`config.mk`:
```
export PLATFORM = sky130hd
export DESIGN_NAME = seg7_p2s_tx
export DESIGN_NICKNAME = d
export VERILOG_FILES = /design/src/rtl/seg7_pkg.sv /design/src/rtl/hex_to_seg7.sv /design/src/rtl/seg7_p2s_tx.sv
export SDC_FILE = /design/constraint.sdc
export NUM_CORES = 1
export LEC_CHECK = 0
export BUFFER_PORTS_ARGS = -buffer_cell sky130_fd_sc_hd__buf_2
export CAP_MARGIN = 10
export CORE_UTILIZATION = 56
export DETAILED_ROUTE_END_ITERATION = 6
export PLACE_DENSITY_LB_ADDON = 0.2
export SYNTH_ARGS = -nofsm -noshare
export SYNTH_HDL_FRONTEND = slang
export SYNTH_HIERARCHICAL = 1
export SYNTH_SLANG_ARGS = --single-unit
```
`constraint.sdc`:
```
create_clock -name clk -period 1.8 [get_ports clk]
set_input_delay 0.27 -clock clk [delete_from_list [all_inputs] [get_ports clk]]
set_output_delay 0.27 -clock clk [all_outputs]
set_load 0.005 [all_outputs]
```
`src/rtl/seg7_pkg.sv`:
```
// Shared definitions for the 7-segment serial transmitter: segment table,
// FSM state encoding and frame width.
package seg7_pkg;

    localparam int FRAME_W = 64;

    typedef logic [1:0] state_t;

    localparam state_t ST_IDLE  = 2'd0;
    localparam state_t ST_SHIFT = 2'd1;
    localparam state_t ST_DONE  = 2'd2;

    // Active-low {dp,g,f,e,d,c,b,a} codes with dp off; entry i is hex digit i.
    localparam logic [15:0][7:0] SEG_TABLE = {
        8'h8E, 8'h86, 8'hA1, 8'hC6, 8'h83, 8'h88, 8'h90, 8'h80,
        8'hF8, 8'h82, 8'h92, 8'h99, 8'hB0, 8'hA4, 8'hF9, 8'hC0
    };

endpackage

```
`src/rtl/hex_to_seg7.sv`:
```
// One hex digit to an active-low segment byte; blanking overrides the point.
module hex_to_seg7
    import seg7_pkg::*;
(
    input  logic [3:0] nibble,
    input  logic       dp,
    input  logic       blank,
    output logic [7:0] seg
);

    always_comb begin
        seg = SEG_TABLE[nibble];
        if (dp) begin
            seg[7] = 1'b0;
        end
        if (blank) begin
            seg = 8'hFF;
        end
    end

endmodule

```
`src/rtl/seg7_p2s_tx.sv`:
```
// Snapshots eight digits into a 64-bit segment frame and shifts it MSB-first
// onto the display chain, with a free-running blink timer.
module seg7_p2s_tx
    import seg7_pkg::*;
#(
    parameter int CLK_DIV   = 2,
    parameter int BLINK_BIT = 24
) (
    input  logic        clk,
    input  logic        rst,
    input  logic        start,
    input  logic [31:0] Disp_num,
    input  logic [7:0]  point,
    input  logic [7:0]  LE,
    output logic        seg_clk,
    output logic        seg_sout,
    output logic        seg_pen,
    output logic        seg_clrn,
    output logic        busy,
    output logic        done
);

    localparam logic [7:0]         DIV_LAST  = 8'(CLK_DIV - 1);
    localparam logic [BLINK_BIT:0] BLINK_ONE = 1;

    logic [BLINK_BIT:0]   blink_cnt;
    logic                 blink_ph;
    logic [FRAME_W-1:0]   frame;
    logic [FRAME_W-1:0]   shreg;
    logic [7:0]           div_cnt;
    logic [5:0]           bit_cnt;
    state_t               state;

    assign blink_ph = blink_cnt[BLINK_BIT];

    genvar gi;
    generate
        for (gi = 0; gi < 8; gi++) begin : g_digit
            hex_to_seg7 u_hex (
                .nibble (Disp_num[4*gi+3:4*gi]),
                .dp     (point[gi]),
                .blank  (LE[gi] & blink_ph),
                .seg    (frame[8*gi+7:8*gi])
            );
        end
    endgenerate

    always_ff @(posedge clk or negedge rst) begin
        if (!rst) begin
            blink_cnt <= '0;
            state     <= ST_IDLE;
            shreg     <= '0;
            div_cnt   <= '0;
            bit_cnt   <= '0;
            seg_clk   <= 1'b0;
            seg_sout  <= 1'b0;
            seg_pen   <= 1'b0;
            seg_clrn  <= 1'b0;
            busy      <= 1'b0;
            done      <= 1'b0;
        end else begin
            blink_cnt <= blink_cnt + BLINK_ONE;
            seg_clrn  <= 1'b1;
            done      <= 1'b0;
            case (state)
                ST_IDLE: begin
                    if (start) begin
                        state    <= ST_SHIFT;
                        shreg    <= frame;
                        seg_sout <= frame[FRAME_W-1];
                        bit_cnt  <= 6'd63;
                        div_cnt  <= '0;
                        seg_clk  <= 1'b0;
                        busy     <= 1'b1;
                    end
                end
                ST_SHIFT: begin
                    if (div_cnt == DIV_LAST) begin
                        div_cnt <= '0;
                        if (!seg_clk) begin
                            seg_clk <= 1'b1;
                        end else begin
                            // Falling edge: the only point where data may move.
                            seg_clk <= 1'b0;
                            if (bit_cnt == 6'd0) begin
                                state   <= ST_DONE;
                                busy    <= 1'b0;
                                done    <= 1'b1;
                                seg_pen <= 1'b1;
                            end else begin
                                bit_cnt  <= bit_cnt - 6'd1;
                                shreg    <= {shreg[FRAME_W-2:0], 1'b0};
                                seg_sout <= shreg[FRAME_W-2];
                            end
                        end
                    end else begin
                        div_cnt <= div_cnt + 8'd1;
                    end
                end
                ST_DONE: begin
                    state <= ST_IDLE;
                end
                default: begin
                    state <= ST_IDLE;
                end
            endcase
        end
    end

endmodule
```
==> impl_metrics.xml <==
<?xml version="1.0" encoding="UTF-8"?>
<metrics>
  <group name="placed_design">
    <metric name="globalplace.congestion" unit="">0.908</metric>
    <metric name="io_buffer_count" unit="">56</metric>
    <metric name="dp_hpwl" unit="um">11900</metric>
    <metric name="placedInstanceArea" unit="mm2">0.00878</metric>
  </group>
  <group name="power">
    <metric name="leakage" unit="nW">4.73</metric>
    <metric name="swShare" unit="%">30.3</metric>
    <metric name="comb_power_share" unit="%">35.0</metric>
    <metric name="design_power_total" unit="mW">8.93</metric>
    <metric name="power_frac_clock" unit="%">21.2</metric>
    <metric name="internal_power" unit="mW">6.22</metric>
    <metric name="vdd_ir_drop_max" unit="mV">0.684</metric>
    <metric name="power.share.sequential" unit="%">43.9</metric>
    <metric name="power-per-cell-area" unit="mW/mm2">949</metric>
    <metric name="netSwitchingPower" unit="mW">2.71</metric>
  </group>
  <group name="yosys">
    <metric name="combinational_family_with_the_most_area_after_synthesis" unit="">simple AND/OR/NAND/NOR gates</metric>
    <metric name="postSynthNetCount" unit="">956</metric>
    <metric name="post_synth_edffs" unit="">0</metric>
    <metric name="seq_area_frac_synth" unit="%">34.7</metric>
    <metric name="synthSimpleGateAreaFrac" unit="%">21.3</metric>
    <metric name="synthAdderAreaFrac" unit="%">9.63</metric>
    <metric name="synth_mux_area_share" unit="%">15.6</metric>
    <metric name="syn_area_per_cell" unit="um2">9.39</metric>
    <metric name="yosysTopAreaCellShare" unit="%">34.7</metric>
    <metric name="synthesis.instances" unit="">844</metric>
    <metric name="ys_types" unit="">56</metric>
    <metric name="ys_top_cells_by_area" unit="">dfrtp_1 35%, nand2_1 11%, ha_1 9.6%</metric>
    <metric name="synth-main-ff-cell" unit="">dfrtp_1</metric>
    <metric name="ys_async_sr_fraction" unit="%">100</metric>
    <metric name="post_synthesis_compound_gate_area_fraction" unit="%">10.0</metric>
    <metric name="yosys.area_share.xor_xnor" unit="%">2.76</metric>
    <metric name="ys_seq_elements" unit="">110</metric>
    <metric name="post-synth-top-area-cell" unit="">dfrtp_1</metric>
    <metric name="yosys_warnings" unit="">6</metric>
    <metric name="mappedNetlistArea" unit="mm2">0.00793</metric>
  </group>
  <group name="global_route">
    <metric name="wire_length_of_the_first_global_routing_pass" unit="um">27400</metric>
    <metric name="globalRoute.totalOverflow" unit="">0</metric>
    <metric name="grt_max_degree" unit="">70</metric>
    <metric name="number_of_antenna_violations_at_the_first_check_in_global_routing" unit="">0</metric>
    <metric name="gr-usage-all-layers" unit="%">23.0</metric>
    <metric name="grt_pass1_vias" unit="">5997</metric>
  </group>
  <group name="worst_setup_path">
    <metric name="crit_path_max_incr_delay" unit="ns">0.38</metric>
    <metric name="crit_path_end_kind" unit="">register</metric>
    <metric name="critPathMaxFanout" unit="">8</metric>
    <metric name="cp_cell_sequence" unit="">inv_2 &gt; ha_4 &gt; nor4b_4 &gt; a31o_2 &gt; nor2_4 &gt; buf_6 &gt; clkbuf_16 &gt; mux2_2</metric>
    <metric name="setup.worst_path.start_class" unit="">register</metric>
    <metric name="worst_path_dominant_cell_family" unit="">buffers and inverters</metric>
    <metric name="cp.arrival" unit="ns">2.14</metric>
    <metric name="crit_required" unit="ns">2.03</metric>
    <metric name="crit_slowest_cell" unit="">dfrtp_1</metric>
    <metric name="crit_buf_inv" unit="">3</metric>
    <metric name="critical_path_class" unit="">register to register</metric>
  </group>
  <group name="sta">
    <metric name="hold_ws" unit="ns">0.352</metric>
    <metric name="setup_failing_eps_final" unit="">59</metric>
    <metric name="fmax" unit="MHz">523</metric>
    <metric name="setup_slack" unit="ns">-0.113</metric>
    <metric name="period_needed" unit="ns">1.91</metric>
    <metric name="grt_setup_unrepaired" unit="">yes</metric>
    <metric name="drv_slew" unit="">0</metric>
    <metric name="finalCritPeriodShare" unit="%">106</metric>
    <metric name="report.final.hold_viol_count" unit="">0</metric>
    <metric name="worst_clock_skew" unit="ns">0.00503</metric>
  </group>
  <group name="floorplan">
    <metric name="boundaryPins" unit="">57</metric>
    <metric name="placeableCoreArea" unit="mm2">0.0138</metric>
    <metric name="initial_utilization" unit="%">57.3</metric>
    <metric name="floorplan.die.width" unit="um">121</metric>
    <metric name="floorplan.die_area" unit="mm2">0.0146</metric>
    <metric name="die_height" unit="um">121</metric>
    <metric name="row_count" unit="">43</metric>
  </group>
  <group name="final_layout">
    <metric name="antenna_cells" unit="">0</metric>
    <metric name="fraction_of_layout_cells_with_a_size_suffix_above_1" unit="%">26.5</metric>
    <metric name="syn_to_final_growth" unit="%">18.7</metric>
    <metric name="fin_nets" unit="">1074</metric>
    <metric name="stdcell_area" unit="mm2">0.00941</metric>
    <metric name="multi_input_comb_area" unit="mm2">0.00483</metric>
    <metric name="fillers" unit="">1048</metric>
    <metric name="final-seq-area" unit="mm2">0.00275</metric>
  </group>
  <group name="route">
    <metric name="postRouteWirelength" unit="um">16700</metric>
    <metric name="wl_per_cell" unit="um">14.6</metric>
    <metric name="num_vias" unit="">6323</metric>
    <metric name="firstDrtPassIters" unit="">5</metric>
    <metric name="post_drt_via_cell_ratio" unit="">5.52</metric>
    <metric name="initialDrtViolationCount" unit="">408</metric>
    <metric name="detail-route-antenna-nets" unit="">0</metric>
    <metric name="drc_markers" unit="">0</metric>
  </group>
  <group name="status">
    <metric name="status" unit="">complete, but fails checks</metric>
    <metric name="violated_checks" unit="">negative setup slack</metric>
  </group>
  <group name="clock_network">
    <metric name="clk-insertion-delay-late" unit="ns">0.34</metric>
    <metric name="clock_path_buffers" unit="">2</metric>
    <metric name="htree_num_levels" unit="">3</metric>
    <metric name="clkSlewWorstSetupHoldPaths" unit="ns">0.07</metric>
    <metric name="cts_tree" unit="">built</metric>
    <metric name="clkSinkCount" unit="">110</metric>
    <metric name="cts-buffers-inserted" unit="">9</metric>
    <metric name="buffer_type_at_the_clock_tree_root" unit="">clkbuf_16</metric>
  </group>
  <group name="worst_hold_path">
    <metric name="min-delay-path-class" unit="">input port to register</metric>
  </group>
  <group name="job">
    <metric name="timing.max_cap.violations" unit="">0</metric>
  </group>
</metrics>
Yosys cell counts, types with 8 or more instances:
cell type and n:
dfrtp_1 110, mux2_1 12, inv_1 38, a311o_1 8
buf_4 8, mux2_4 40, nand2b_1 18, nand3_1 15
and2_1 8, a221o_1 12, nor2b_1 11, nor3_1 15
ha_1 61, a31oi_1 13, mux2i_1 23, mux2_2 24
xnor2_1 18, clkbuf_1 16, a32oi_1 12, o21ai_0 16
a21oi_1 8, nand2_1 226, buf_6 8, and3_1 14
nor2_1 30
power groups by stage:
stage | sequential [mW] | combinational [mW] | clock [mW]
6_report | 3.92 | 3.12 | 1.89
5_1_grt | 4.02 | 3.49 | 2.03
4_1_cts | 3.89 | 2.94 | 1.93
3_5_place_dp | 3.91 | 2.90 | 0
3_3_place_gp | 3.87 | 2.75 | 0
2_1_floorplan | 3.81 | 2.10 | 0
cell usage in the layout (no fill, tap or decap), drive strengths merged, types with 14 or more instances in the layout:
| master | Yosys | layout |
|---|---|---|
| a31oi | 14 | 14 |
| and3 | 14 | 14 |
| buf | 25 | 143 |
| clkbuf | 16 | 14 |
| dfrtp | 110 | 110 |
| ha | 61 | 61 |
| inv | 38 | 38 |
| mux2 | 76 | 76 |
| mux2i | 23 | 23 |
| nand2 | 228 | 228 |
| nand2b | 18 | 18 |
| nand3 | 15 | 15 |
| nor2 | 31 | 31 |
| nor2b | 15 | 15 |
| nor3 | 15 | 15 |
| o21ai | 16 | 16 |
| xnor2 | 18 | 18 |
final timing paths:
| check | from | end | slack [ns] | cells past startpoint |
|---|---|---|---|---|
| max | bit_cnt[1] | shreg[31] | -0.11 | 8 |
| min | point[5] | shreg[47] | 0.35 | 5 |
| max reg2reg | bit_cnt[1] | shreg[31] | -0.11 | 8 |
| min reg2reg | blink_cnt[15] | blink_cnt[15] | 0.47 | 1 |
| max in group asynchronous | rst | shreg[30] | 0.80 | 3 |
| min in group asynchronous | rst | shreg[29] | 0.37 | 2 |
metal layers:
layer | global-route usage (%) | vias up | share of wire, %
met1 | 30.6 | 3072 | 46
met5 | 0 | - | 0
met2 | 39.4 | 109 | 50
met3 | 2.96 | 17 | 2.9
li1 | - | 3125 | -
met4 | 5.71 | 0 | 1.5
area by class of cell:
type | instances | share of cell area (%)
Clock buffer | 10 | 2.43
Multi-Input combinational cell | 655 | 51.3
Sequential cell | 110 | 29.3
Tap cell | 180 | 2.39
Inverter | 38 | 1.52
Clock inverter | 4 | 0.532
Timing Repair Buffer | 148 | 12.6
per-stage QoR:
| step | cells | utilization (%) | TNS [ns] | setup slack [ns] |
|---|---|---|---|---|
| after global placement | 1115 | 63.5 | -3.58 | -0.0999 |
| after global routing | 1145 | 68.1 | -9.32 | -0.176 |
| final | 1145 | 68.1 | -4.86 | -0.113 |
| after detailed placement | 1115 | 63.5 | -6.05 | -0.148 |
| after CTS | 1136 | 66.3 | -3.45 | -0.0917 |
| after floorplan | 844 | - | -0.585 | -0.0146 |
flip-flops by register name (all words and copies together) (netlist names):
register and flops:
bit_cnt 6, shreg 63, done 1, seg_clk 1, state 2, seg_pen 1, div_cnt 8, blink_cnt 25
seg_clrn 1, busy 1, seg_sout 1
what timing repair did:
action / in CTS / in global routing
pin swaps: 2 / 4
resized for setup: 7 / 27
endpoints found under the hold margin: 21 / 0
hold buffers: 1 / 0
cloned: 1 / 4
endpoints found under the setup margin: 64 / 71
setup buffers: 6 / 5
kinds of logic (layout without fill, tap and decap cells):
group / count (synthesis) / in the layout
compound gates: 103 / 103
xor+xnor: 25 / 25
fa+ha+maj: 61 / 61
buf+inv: 79 / 200
flops: 110 / 110
mux: 99 / 99
other cells: 1 / 1
simple gates: 366 / 366
worst register-to-register path, delay by kind of cell (launching register included):
kind                       cells  cell delay, ns
buffers and inverters          3            0.40
DFF                            1            0.38
muxes                          1            0.33
and+or+nand+nor                2            0.31
AOI/OAI and AO/OA              1            0.23
adders and majority gates      1            0.15
Power figures use the tool's default switching activity.
